$ cat src/rtl/infrared_nec_pkg.sv
// Shared definitions for the NEC IR receiver: FSM states, pulse-width accept
// windows in microseconds, and the microsecond-to-clock-cycle conversion.
package infrared_nec_pkg;

  typedef enum logic [2:0] {
    IDLE,
    LEAD_LOW,
    LEAD_HIGH,
    BIT_LOW,
    BIT_HIGH,
    CHECK,
    REP_TAIL
  } nec_state_e;

  localparam int LEAD_LOW_MIN_US   = 8000;
  localparam int LEAD_LOW_MAX_US   = 10000;
  localparam int LEAD_DATA_MIN_US  = 4000;
  localparam int LEAD_DATA_MAX_US  = 5000;
  localparam int LEAD_REP_MIN_US   = 2000;
  localparam int LEAD_REP_MAX_US   = 2500;
  localparam int BIT_LOW_MIN_US    = 400;
  localparam int BIT_LOW_MAX_US    = 700;
  localparam int BIT0_HIGH_MIN_US  = 400;
  localparam int BIT0_HIGH_MAX_US  = 800;
  localparam int BIT1_HIGH_MIN_US  = 1400;
  localparam int BIT1_HIGH_MAX_US  = 1900;
  localparam int TIMEOUT_US        = 10000;

  // 64-bit intermediate so large clock frequencies do not overflow.
  function automatic int us_to_cycles(input int us, input int clk_freq);
    longint prod;
    prod = longint'(us) * longint'(clk_freq);
    return int'(prod / longint'(1_000_000));
  endfunction

endpackage

$ cat src/rtl/ir_edge_sync.sv
// Two-flop synchronizer for the asynchronous IR input plus a one-cycle
// fall/rise detector on the synchronized level. Flops reset to the idle-high level.
module ir_edge_sync (
  input  logic clk,
  input  logic rst,
  input  logic ir_in,
  output logic ir_sync,
  output logic fall,
  output logic rise
);

  logic meta_q;
  logic sync_q;
  logic prev_q;

  always_ff @(posedge clk or posedge rst) begin
    if (rst) begin
      meta_q <= 1'b1;
      sync_q <= 1'b1;
      prev_q <= 1'b1;
    end else begin
      meta_q <= ir_in;
      sync_q <= meta_q;
      prev_q <= sync_q;
    end
  end

  assign ir_sync = sync_q;
  assign fall    = prev_q & ~sync_q;
  assign rise    = ~prev_q & sync_q;

endmodule

$ cat src/rtl/infrared_standard_nec.sv
// NEC IR receiver: measures pulse widths, decodes leader/32-bit/repeat frames.
// Build option NEC_ADDR_CHECK_EN additionally requires address == ~address_inv.
module infrared_standard_nec
  import infrared_nec_pkg::*;
#(
  parameter int CLK_FREQ = 50_000_000
) (
  input  logic       clk,
  input  logic       rst,
  input  logic       ir_in,
  output logic [7:0] data_out,
  output logic       data_valid,
  output logic       is_repeat
);

  localparam int CW = 1 + $clog2(CLK_FREQ / 100);
  typedef logic [CW-1:0] cnt_t;

  function automatic cnt_t cyc(input int us);
    return cnt_t'(us_to_cycles(us, CLK_FREQ));
  endfunction

  function automatic logic in_win(input cnt_t w, input cnt_t lo, input cnt_t hi);
    return (w >= lo) && (w <= hi);
  endfunction

  localparam cnt_t LL_MIN  = cyc(LEAD_LOW_MIN_US);
  localparam cnt_t LL_MAX  = cyc(LEAD_LOW_MAX_US);
  localparam cnt_t LD_MIN  = cyc(LEAD_DATA_MIN_US);
  localparam cnt_t LD_MAX  = cyc(LEAD_DATA_MAX_US);
  localparam cnt_t LR_MIN  = cyc(LEAD_REP_MIN_US);
  localparam cnt_t LR_MAX  = cyc(LEAD_REP_MAX_US);
  localparam cnt_t BL_MIN  = cyc(BIT_LOW_MIN_US);
  localparam cnt_t BL_MAX  = cyc(BIT_LOW_MAX_US);
  localparam cnt_t B0_MIN  = cyc(BIT0_HIGH_MIN_US);
  localparam cnt_t B0_MAX  = cyc(BIT0_HIGH_MAX_US);
  localparam cnt_t B1_MIN  = cyc(BIT1_HIGH_MIN_US);
  localparam cnt_t B1_MAX  = cyc(BIT1_HIGH_MAX_US);
  localparam cnt_t TMO     = cyc(TIMEOUT_US);

  nec_state_e  state;
  nec_state_e  state_next;
  logic        ir_sync, fall, rise, ir_edge, rise_evt;
  cnt_t        cnt;
  cnt_t        limit;
  logic        timeout;
  logic [4:0]  bit_idx;
  logic [31:0] shreg;
  logic        is_zero, is_one;
  logic        cmd_ok, addr_ok;
  logic        dv_set, rep_set;

  ir_edge_sync u_sync (
    .clk     (clk),
    .rst     (rst),
    .ir_in   (ir_in),
    .ir_sync (ir_sync),
    .fall    (fall),
    .rise    (rise)
  );

  assign ir_edge  = fall | rise;
  assign rise_evt = ir_edge & ir_sync;

  // Width of the level that just ended; restarts on every edge, sticks at 10 ms.
  always_ff @(posedge clk or posedge rst) begin
    if (rst)              cnt <= '0;
    else if (ir_edge)     cnt <= '0;
    else if (cnt != TMO)  cnt <= cnt + cnt_t'(1);
  end

  always_comb begin
    limit = TMO;
    case (state)
      LEAD_LOW:          limit = LL_MAX;
      LEAD_HIGH:         limit = LD_MAX;
      BIT_LOW, REP_TAIL: limit = BL_MAX;
      BIT_HIGH:          limit = B1_MAX;
      default:           limit = TMO;
    endcase
  end

  assign timeout = (state != IDLE) && (state != CHECK) && !ir_edge && (cnt >= limit);
  assign is_zero = in_win(cnt, B0_MIN, B0_MAX);
  assign is_one  = in_win(cnt, B1_MIN, B1_MAX);
  assign cmd_ok  = (shreg[23:16] == ~shreg[31:24]);
`ifdef NEC_ADDR_CHECK_EN
  assign addr_ok = (shreg[7:0] == ~shreg[15:8]);
`else
  assign addr_ok = 1'b1;
`endif

  always_ff @(posedge clk or posedge rst) begin
    if (rst) state <= IDLE;
    else     state <= state_next;
  end

  always_comb begin
    state_next = state;
    case (state)
      IDLE:      if (fall) state_next = LEAD_LOW;
      LEAD_LOW:  if (rise_evt) state_next = in_win(cnt, LL_MIN, LL_MAX) ? LEAD_HIGH : IDLE;
      LEAD_HIGH: if (fall) begin
                   if (in_win(cnt, LD_MIN, LD_MAX))      state_next = BIT_LOW;
                   else if (in_win(cnt, LR_MIN, LR_MAX)) state_next = REP_TAIL;
                   else                                  state_next = IDLE;
                 end
      BIT_LOW:   if (rise_evt) state_next = in_win(cnt, BL_MIN, BL_MAX) ? BIT_HIGH : IDLE;
      BIT_HIGH:  if (fall) begin
                   if (!(is_zero || is_one)) state_next = IDLE;
                   else if (bit_idx == 5'd31) state_next = CHECK;
                   else                       state_next = BIT_LOW;
                 end
      CHECK:     state_next = IDLE;
      REP_TAIL:  if (rise_evt) state_next = IDLE;
      default:   state_next = IDLE;
    endcase
    if (timeout) state_next = IDLE;
  end

  // data_valid / is_repeat are single-cycle strobes with no ready; data_out is
  // stable from a data_valid cycle until the next accepted data frame.
  always_comb begin
    dv_set  = (state == CHECK) && cmd_ok && addr_ok;
    rep_set = (state == REP_TAIL) && rise_evt && in_win(cnt, BL_MIN, BL_MAX);
  end

  // Bits arrive LSB first: after 32 shifts shreg = {~cmd, cmd, ~addr, addr}.
  always_ff @(posedge clk or posedge rst) begin
    if (rst) begin
      bit_idx <= '0;
      shreg   <= '0;
    end else if (fall && state == LEAD_HIGH) begin
      bit_idx <= '0;
    end else if (fall && state == BIT_HIGH && (is_zero || is_one)) begin
      shreg   <= {is_one, shreg[31:1]};
      bit_idx <= bit_idx + 5'd1;
    end
  end

  always_ff @(posedge clk or posedge rst) begin
    if (rst) begin
      data_out   <= 8'h00;
      data_valid <= 1'b0;
      is_repeat  <= 1'b0;
    end else begin
      data_valid <= dv_set;
      is_repeat  <= rep_set;
      if (dv_set) data_out <= shreg[23:16];
    end
  end

endmodule

$ cat config.mk
export PLATFORM = sky130hd
export DESIGN_NAME = infrared_standard_nec
export DESIGN_NICKNAME = d
export VERILOG_FILES = /design/src/rtl/infrared_nec_pkg.sv /design/src/rtl/ir_edge_sync.sv /design/src/rtl/infrared_standard_nec.sv
export SDC_FILE = /design/constraint.sdc
export NUM_CORES = 1
export LEC_CHECK = 0
export ABC_CLOCK_PERIOD_IN_PS = 3530
export BUFFER_PORTS_ARGS = -buffer_cell sky130_fd_sc_hd__buf_2
export CAP_MARGIN = 20
export CORE_MARGIN = 2
export CORE_UTILIZATION = 30
export DETAILED_ROUTE_END_ITERATION = 16
export PLACE_DENSITY = 0.55
export REMOVE_ABC_BUFFERS = 1
export SLEW_MARGIN = 30
export SYNTH_ARGS = -nofsm -noshare
export SYNTH_HDL_FRONTEND = slang
export SYNTH_HIERARCHICAL = 1
export SYNTH_SLANG_ARGS = --single-unit
export TNS_END_PERCENT = 20
$ cat constraint.sdc
create_clock -name clk -period 3.53 [get_ports clk]
set_input_delay 0.706 -clock clk [delete_from_list [all_inputs] [get_ports clk]]
set_output_delay 0.706 -clock clk [all_outputs]
set_load 0.01 [all_outputs]
==> metrics, run 1 <==
Overall Power=1530 uW; clk sink count=57; Bufs on Longest Clock Path=2; leakage=0.00191 uW; Final Setup Violations=0; initial antenna violation count=0; total of max-cap violations=0; P_int=1160 uW; Yosys warning count=6; Net Sw Power=375 uW; drt wl/cell=15.3 um; Max Transition Viols Final=0; Final ANT Viol Nets=0; die width=115 um; global-route wire length before repair=14800 um; Critical Path AT=3200 ps; Worst Hold Class=reg2reg; clk slew on worst S/H paths=50 ps; detailed-route via count=2991; DR iter-0 viols=285; global-route usage over all layers=0.142; relative slew slack=0.477; Clock Latency Late Sink=330 ps; die area=13300 um2; final worst-path cycle share=0.846; CTS hold repair buffers=0; Post-DP HPWL=6130 um; Synth cell types=65; pwr dens=368 nW/um2; synth top area cells=dfrtp_1, mux2_4, ha_1; drt pass-1 iters=4; crit start category=register; CTS buffer count=9; H-tree lvl count=3; synthesized cell area=3730 um2; Logic pwr share=0.052; Core Area=12100 um2; sequential fraction of the synthesis area=0.384; RSZ-0062 raised after global routing=false; initial core utilization=0.309; final estimated routing congestion in global placement=0.892; Post-Route WL=8690 um; peak fanout along the critical path=14; Peak Freq=0.335 GHz; Synth Flop Type=dfrtp_1; CP Data Required Time=3750 ps; IO Pins=13; skew final=3.82 ps; DRC errors left=0; post-DR vias/cell=5.28; hold_sp=u_sync/meta_q; Port Buffers=12; final hold vios=0; Post-synth EDFFs=0; Chip Height=115 um; Clk network pwr share=0.500; most frequent cells in the layout=dfrtp_1, nor2_1, nand2_1; post-CTS sizing=0; FF+latch count, synth=57; status=completed; Setup crit start=state[0]; Tightest Pin Transition=785 ps; syn_area_per_cell=9.48 um2; Crit Path Class=reg2reg; Worst setup EP type=register; most common cell after layout, fill and taps aside=dfrtp_1; row count=40; ANT cells=0; VDD IR max=0.000240 V; Mapped Cells=393; ys async rst share=1.00; Min Clock Period, post-route=2990 ps; Yosys top cell by area=dfrtp_1; largest net degree at the start of global routing=38; Final #Nets=413; Net Sw Frac=0.245; global route overflow=0; area grow syn2layout=11.9%; CTS tree=done; layout cell share with drive strength beyond 1=0.158; RR Startpoint=state[0]; CTS root buffer=clkbuf_16; Synth top area share=0.363; Setup TNS=0 ps; vias in the first global route=2934; setup bufs post-CTS=0; Reg power frac=0.448
## sequential cells by signal, summed over array words and instances, names as in the netlist
name	flops
u_sync/prev_q	1
data_valid	1
u_sync/meta_q	1
u_sync/ir_sync	1
cnt	20
shreg	16
is_repeat	1
state	3
data_out	8
bit_idx	5
## synthesized netlist by cell type, drive strengths merged (5+ instances only)
library cell	n
mux2	26
o21ai	12
xor2	11
nor3	15
ha	15
nor2b	5
xnor2	14
nand3	13
and3	9
or3	7
a21oi	16
nand4	10
inv	20
clkbuf	16
buf	10
dfrtp	54
nor4	6
a31oi	8
nor2	39
nand2	25
## power by group through the flow
stage / Combinational [uW] / Clock (uW) / Sequential, uW
CTS: 81.6 / 796 / 686
floorplan: 59.8 / 0 / 692
global route: 92.2 / 831 / 689
detailed placement: 80.9 / 0 / 697
global placement: 81.5 / 0 / 697
finish: 80.2 / 767 / 687
## final timing paths
path	endpoint	slack, ps	cells after the start
setup / recovery	state[1]	540	9
hold / removal	u_sync/ir_sync	350	0
setup reg to reg	state[1]	540	9
hold reg to reg	u_sync/ir_sync	350	0
max in group asynchronous	cnt[18]	2270	3
min in group asynchronous	u_sync/meta_q	450	2
## per-layer routing
layer	track usage	vias up	wire length [um]
li1	-	1431	-
met1	0.193	1470	4260
met2	0.213	82	3940
met3	0.0377	8	405
met4	0.0578	0	94
met5	0	-	0
## metrics by stage
step,instances,setup slack (ps),util,hold WS [ps],instance area (um2)
finish,567,545,0.346,354,4170
global route,567,298,0.346,362,4170
detailed placement,552,552,0.324,347,3910
global placement,552,627,0.324,348,3910
floorplan,367,1090,-,345,3600
CTS,567,542,0.346,354,4170
## critical path, stage by stage (launching register included)
cell	delay, ps
dfrtp_1	510
nand2b_1	240
nor2_1	550
nor2_1	190
ha_1	230
maj3_1	330
a21o_1	180
a31oi_1	200
a31oi_1	150
a311oi_1	270
## kinds of logic (layout without fill, tap and decap cells)
logic type,count (synthesis),in the layout,share of synthesized area
flops,57,57,0.384
compound gates,73,73,0.138
simple gates,150,150,0.216
xor+xnor,25,25,0.0587
buf+inv,46,52,0.0540
fa+ha+maj,16,16,0.0530
mux,26,26,0.0967
## final cells by class
type | count | area, um2
Multi-Input combinational cell | 290 | 2100
Fill cell | 1226 | 7890
Clock inverter | 6 | 36.3
Tap cell | 168 | 210
Inverter | 20 | 75.1
Timing Repair Buffer | 17 | 97.6
Sequential cell | 57 | 1430
Clock buffer | 9 | 225
Note: power is estimated with default switching activity, not from simulation.
==> inputs of run 2 (changes only) <==
--- a/config.mk
+++ b/config.mk
@@ -5,7 +5,8 @@
 export SDC_FILE = /design/constraint.sdc
 export NUM_CORES = 1
 export LEC_CHECK = 0
-export ABC_CLOCK_PERIOD_IN_PS = 3530
+export ABC_AREA = 1
+export ABC_CLOCK_PERIOD_IN_PS = 3100
 export BUFFER_PORTS_ARGS = -buffer_cell sky130_fd_sc_hd__buf_2
 export CAP_MARGIN = 20
 export CORE_MARGIN = 2
==> constraint.sdc (replaced) <==
create_clock -name clk -period 3.1 [get_ports clk]
set_input_delay 0.62 -clock clk [delete_from_list [all_inputs] [get_ports clk]]
set_output_delay 0.62 -clock clk [all_outputs]
set_load 0.01 [all_outputs]
==> run 2 against run 1 <==
Sequential power is 14% higher; clock power is 32% higher; maximum frequency is 12% higher; largest power group unchanged; critical endpoint is now state[0]; sequential share of layout area is 1.9 points lower; critical path type unchanged; total power up 27%.
==> metrics, run 2 <==
Synth top area share=0.346 (was 0.363); die area=13900 um2 (was 13300 um2); H-tree lvl count=3 (unchanged); area grow syn2layout=13.0% (was 11.9%); RSZ-0062 raised after global routing=false (unchanged); CTS tree=done (unchanged); ys async rst share=1.00 (unchanged); RR Startpoint=state[0] (unchanged); most common cell after layout, fill and taps aside=nand2_1 (was dfrtp_1); largest net degree at the start of global routing=34 (was 38); fill count=1381 (was 1226); synth cell count leaders=nand2_1, inv_1, nor2_1 (was dfrtp_1, nor2_1, nand2_1); Crit Path Class=reg2reg (unchanged); DR iter-0 viols=242 (was 285); Final ANT Viol Nets=0 (unchanged); Worst Hold Class=in2async (was reg2reg); global-route usage over all layers=0.173 (was 0.142); global route overflow=0 (unchanged); status=completed (unchanged); Final Setup Violations=0 (unchanged); Clock Latency Late Sink=340 ps (was 330 ps); CTS root buffer=clkbuf_16 (unchanged); worst r2r dst=state[0] (was state[1]); Peak Freq=0.374 GHz (was 0.335 GHz); Max Transition Viols Final=0 (unchanged); Post-Route WL=11500 um (was 8690 um); Critical Path AT=2900 ps (was 3200 ps); final hold vios=0 (unchanged); Min Clock Period, post-route=2670 ps (was 2990 ps); Yosys top cell by area=dfrtp_1 (unchanged); leakage=0.00233 uW (was 0.00191 uW); CTS buffer count=9 (unchanged); PnR worst setup slack=428 ps (was 545 ps); synthesized cell area=3900 um2 (was 3730 um2); vias in the first global route=3624 (was 2934); synth top area cells=dfrtp_1, nand2_1, inv_1 (was dfrtp_1, mux2_4, ha_1); detailed-route via count=3743 (was 2991); sequential fraction of the synthesis area=0.366 (was 0.384); Synth Flop Type=dfrtp_1 (unchanged); Chip Height=118 um (was 115 um); R2R depth=22 (was 9); initial antenna violation count=0 (unchanged); Tightest Pin Transition=736 ps (was 785 ps); final estimated routing congestion in global placement=0.961 (was 0.892); most frequent cell after synthesis=nand2_1 (was dfrtp_1); VDD IR max=0.000224 V (was 0.000240 V); Setup TNS=0 ps (unchanged); Final #Nets=616 (was 413); crit start category=register (unchanged); WHS=348 ps (was 354 ps); Port Buffers=12 (unchanged); Core Area=12700 um2 (was 12100 um2); Place WS=424 ps (was 552 ps); IO Pins=13 (unchanged); total of max-cap violations=0 (unchanged); clk sink count=57 (unchanged); CP Data Required Time=3330 ps (was 3750 ps); Post-DP HPWL=8780 um (was 6130 um); relative slew slack=0.508 (was 0.477); Yosys warning count=6 (unchanged); die width=118 um (was 115 um); Mapped Cells=586 (was 393); flop2flop setup slack=430 ps (was 540 ps); CTS hold repair buffers=0 (unchanged); global-route wire length before repair=18900 um (was 14800 um); Bufs on Longest Clock Path=2 (unchanged); Reg with most FFs=cnt (unchanged); Worst setup EP type=register (unchanged); DRC errors left=0 (unchanged); skew final=11.1 ps (was 3.82 ps); initial core utilization=0.308 (was 0.309); post-DR vias/cell=4.83 (was 5.28); drt wl/cell=14.8 um (was 15.3 um); FF+latch count, synth=57 (unchanged); layout cell share with drive strength beyond 1=0.0879 (was 0.158); Post-synth EDFFs=0 (unchanged); pwr dens=443 nW/um2 (was 368 nW/um2); ANT cells=0 (unchanged); row count=41 (was 40); drt pass-1 iters=4 (unchanged); clk slew on worst S/H paths=50 ps (about the same); number of flip-flops in the largest register=20 (unchanged); most frequent cells in the layout=nand2_1, inv_1, nor2_1 (was dfrtp_1, nor2_1, nand2_1); leading registers by flop count=cnt (20), shreg (16), data_out (8) (unchanged); final worst-path cycle share=0.862 (was 0.846); syn_area_per_cell=6.66 um2 (was 9.48 um2); peak fanout along the critical path=8 (was 14); Synth cell types=35 (was 65)
[run 2: cell types whose count changed in the layout (fill, tap and decap cells not counted), moves of 6 or more]
cell,change
a31oi_1,-8
nor2_1,+35
nor4_1,-6
xnor2_1,-12
or3_1,-7
mux2_4,-18
o21ai_0,+25
nand2_1,+150
nand3_1,+35
nor2_2,+6
mux2_1,-8
inv_1,+64
xor2_1,-9
[run 2: kinds of logic (layout without fill, tap and decap cells)]
logic type	Yosys count	after routing	synth area share
xor gates and xnor gates	4	4	0.00898
buffers and inverters	100	117	0.109
and+or+nand+nor	338	338	0.367
DFF	57	57	0.366
adders and majority gates	15	15	0.0481
AOI/OAI and AO/OA	72	72	0.101
[run 2: metal layers]
metal / share of wire / routed length [um] / global-route usage / vias to the layer above
li1: - / - / - / 1886
met1: 0.46 / 5290 / 0.224 / 1735
met2: 0.46 / 5260 / 0.274 / 97
met3: 0.053 / 612 / 0.0436 / 25
met4: 0.027 / 305 / 0.0730 / 0
met5: 0 / 0 / 0 / -
[run 2: where the power goes]
group	switching [uW]	internal (uW)	total, uW	leakage, uW
combinational	112	46.6	159	0.00140
clock	382	628	1010	0.000146
sequential	23.6	761	785	0.000781
[run 2: critical path, stage by stage (launching register included)]
cell	delay, ps
dfrtp_1	470
inv_1	150
nand2_1	60
nor2_1	320
inv_1	130
nand2_1	110
inv_1	90
ha_1	270
nand2_1	50
inv_1	60
nand2_1	50
nor2_1	90
nand2_1	70
nor2_1	80
nand2_1	50
nand2_1	50
nor2_1	40
nand2_1	60
nand2_1	110
nand2_1	80
nand2_1	60
nand2_1	60
nand2_1	50
[run 2: layout make-up]
type                       instances  area, um2  share of cell area
tap                              172        215              0.0488
clock buffer                       9        225              0.0510
sequential                        57       1430               0.324
timing repair buffer              17       97.6              0.0221
multi-input combinational        429       2050               0.465
clock inverter                     7       77.6              0.0176
inverter                          84        315              0.0714
[run 2: timing repair]
| action | 4_1_cts | 5_1_grt |
|---|---|---|
| setup buffers | 0 | 0 |
| resized for setup | 0 | 1 |
| endpoints found under the setup margin | 0 | 2 |
[run 2: worst max path at each step]
stage,cells after the start,from,endpoint
2_1_floorplan,22,state[2],state[0]
3_3_place_gp,22,state[0],state[1]
3_5_place_dp,22,state[2],state[1]
4_1_cts,22,state[2],state[1]
5_1_grt,22,state[0],state[0]
6_report,22,state[0],state[0]
[run 2: stage by stage]
| step | power (uW) | instances | util | instance area (um2) |
|---|---|---|---|---|
| after floorplan | 906 | 570 | - | 3790 |
| after global placement | 954 | 759 | 0.324 | 4110 |
| after detailed placement | 956 | 759 | 0.324 | 4110 |
| after CTS | 1980 | 775 | 0.348 | 4410 |
| after global routing | 2030 | 775 | 0.348 | 4410 |
| final | 1950 | 775 | 0.348 | 4410 |
==> inputs of run 3 (changes only) <==
--- a/config.mk
+++ b/config.mk
@@ -17,6 +17,5 @@
 export SLEW_MARGIN = 30
 export SYNTH_ARGS = -nofsm -noshare
 export SYNTH_HDL_FRONTEND = slang
-export SYNTH_HIERARCHICAL = 1
 export SYNTH_SLANG_ARGS = --single-unit
 export TNS_END_PERCENT = 20
==> run 3 against run 2 <==
First-iteration DRC count is 47% higher; total power increased by 4.2%; hold slack lost 120 ps; critical path depth shrank 11; combinational power is essentially flat; sequential power is 1% lower; clock skew fell by 1.6 ps; sequential share of layout area shrank 0.16 points; largest power group unchanged.
==> metrics, run 3 <==
most frequent cells in the layout=nand2_1, nor2_1, inv_1 (was nand2_1, inv_1, nor2_1); post-CTS sizing=0 (unchanged); Post-DP HPWL=8390 um (was 8780 um); ys async rst share=1.00 (unchanged); flop2flop setup slack=560 ps (was 430 ps); relative slew slack=0.640 (was 0.508); Max Transition Viols Final=0 (unchanged); layout cell share with drive strength beyond 1=0.114 (was 0.0879); synth cell count leaders=nand2_1, nor2_1, inv_1 (was nand2_1, inv_1, nor2_1); Core Area=12700 um2 (about the same); Net Sw Frac=0.255 (was 0.265); crit start category=register (unchanged); R2R depth=11 (was 22); vias in the first global route=3675 (was 3624); Port Buffers=12 (unchanged); initial core utilization=0.309 (was 0.308); IO Pins=13 (unchanged); most frequent cell after synthesis=nand2_1 (unchanged); Reg with most FFs=cnt (unchanged); Yosys warning count=0 (was 6); largest net degree at the start of global routing=31 (was 34); detailed-route via count=3685 (was 3743); CTS root buffer=clkbuf_16 (unchanged); Critical Path AT=2800 ps (was 2900 ps); Final Setup Violations=0 (unchanged); Clock Latency Late Sink=330 ps (was 340 ps); initial antenna violation count=0 (unchanged); Net Sw Power=519 uW (was 518 uW); worst r2r dst=state[0] (unchanged); Post-synth EDFFs=0 (unchanged); ANT cells=0 (unchanged); global-route wire length before repair=18800 um (was 18900 um); DRC errors left=0 (unchanged); post-layout utilization of the core=0.349 (was 0.348); Post-Route WL=11200 um (was 11500 um); CTS tree=done (unchanged); synth top area cells=dfrtp_1, nand2_1, nand3_1 (was dfrtp_1, nand2_1, inv_1); drt pass-1 iters=7 (was 4); status=completed (unchanged); syn_area_per_cell=6.94 um2 (was 6.66 um2); final estimated routing congestion in global placement=0.970 (was 0.961); Setup TNS=0 ps (unchanged); synthesized cell area=3930 um2 (was 3900 um2); Crit Path Class=reg2reg (unchanged); most common cell after layout, fill and taps aside=nand2_1 (unchanged); Yosys top cell by area=dfrtp_1 (unchanged); Logic pwr share=0.078 (was 0.081); skew final=9.50 ps (was 11.1 ps); Setup crit start=state[1] (was state[0]); post-DR vias/cell=4.90 (was 4.83); global-route usage over all layers=0.170 (was 0.173); peak fanout along the critical path=11 (was 8); total of max-cap violations=0 (unchanged); sequential fraction of the synthesis area=0.364 (was 0.366); RR Startpoint=state[1] (was state[0]); die width=118 um (about the same); FF+latch count, synth=57 (unchanged); Synth Flop Type=dfrtp_1 (unchanged); Bufs on Longest Clock Path=2 (unchanged); final worst-path cycle share=0.820 (was 0.862); clk sink count=57 (unchanged); setup bufs post-CTS=0 (unchanged); Reg power frac=0.382 (was 0.402); Tightest Pin Transition=538 ps (was 736 ps); die area=14000 um2 (was 13900 um2); drt wl/cell=15.0 um (was 14.8 um); Clk network pwr share=0.540 (was 0.517); global route overflow=0 (unchanged); row count=41 (unchanged); VDD IR max=0.000262 V (was 0.000224 V); Mapped Cells=566 (was 586); leakage=0.00219 uW (was 0.00233 uW); area grow syn2layout=12.9% (was 13.0%); number of flip-flops in the largest register=20 (unchanged); Synth cell types=37 (was 35); Worst setup EP type=register (unchanged); Final ANT Viol Nets=0 (unchanged); Chip Height=118 um (about the same); leading registers by flop count=cnt (20), shreg (16), data_out (8) (unchanged); DR iter-0 viols=355 (was 242); Min Clock Period, post-route=2540 ps (was 2670 ps); pwr dens=459 nW/um2 (was 443 nW/um2); CTS buffer count=9 (unchanged); Worst Hold Class=in2async (unchanged); RSZ-0062 raised after global routing=false (unchanged); CTS hold repair buffers=0 (unchanged); P_int=1520 uW (was 1440 uW); H-tree lvl count=3 (unchanged); CP Data Required Time=3360 ps (was 3330 ps); Final #Nets=595 (was 616); clk slew on worst S/H paths=60 ps (was 50 ps); Synth top area share=0.344 (was 0.346); Peak Freq=0.394 GHz (was 0.374 GHz); final hold vios=0 (unchanged)
==> run 3: final cells by class <==
| class | count | area (um2) |
|---|---|---|
| fill | 1403 | 8290 |
| multi-input combinational | 416 | 2090 |
| sequential | 57 | 1430 |
| inverter | 74 | 278 |
| clock buffer | 9 | 225 |
| tap | 172 | 215 |
| clock inverter | 7 | 101 |
| timing repair buffer | 17 | 97.6 |
==> run 3: power by group through the flow <==
| stage | registers, uW | logic, uW | clock network (uW) |
|---|---|---|---|
| floorplan | 786 | 110 | 0 |
| global placement | 789 | 155 | 0 |
| detailed placement | 790 | 159 | 0 |
| CTS | 777 | 160 | 1120 |
| global route | 779 | 180 | 1160 |
| finish | 777 | 158 | 1100 |
==> run 3: cell families (layout without fill, tap and decap cells) <==
| kind of cell | Yosys count | count (layout) | share of synthesized area |
|---|---|---|---|
| and+or+nand+nor | 306 | 306 | 0.341 |
| AOI/OAI and AO/OA | 86 | 86 | 0.120 |
| buffers and inverters | 93 | 107 | 0.104 |
| xor gates and xnor gates | 7 | 7 | 0.0156 |
| DFF | 57 | 57 | 0.364 |
| adders and majority gates | 17 | 17 | 0.0542 |
==> run 3: how the worst max path moves through the flow <==
stage / to / slack, ps / depth (start not counted)
after floorplan: state[1] / 970 / 11
after global routing: state[0] / 230 / 11
final: state[0] / 560 / 11
after detailed placement: state[0] / 600 / 11
after global placement: state[1] / 770 / 11
after CTS: state[0] / 560 / 11
==> run 3: per-layer routing <==
layer / routed length [um] / global-route usage
met2: 5070 / 0.262
met3: 646 / 0.0357
met4: 213 / 0.0640
met1: 5320 / 0.233
met5: 0 / 0
==> run 3: metrics by stage <==
step | setup slack (ps) | instances | instance area [um2] | total power (uW) | hold slack [ps]
floorplan | 968 | 547 | 3790 | 896 | 345
global placement | 770 | 736 | 4110 | 944 | 348
detailed placement | 597 | 736 | 4110 | 949 | 350
CTS | 556 | 752 | 4430 | 2050 | 242
global route | 233 | 752 | 4430 | 2120 | 262
finish | 559 | 752 | 4430 | 2030 | 233
==> run 3: worst max-delay path, cell delays in order, from the launching register on <==
cell and delay (ps):
dfrtp_1 490, o21ai_0 470, nor2_1 120, ha_1 320
a21o_1 180, a211oi_1 230, nand2_1 80, nor2_1 80
nand2_1 70, a21oi_1 250, nand2_1 100, nand2_1 70
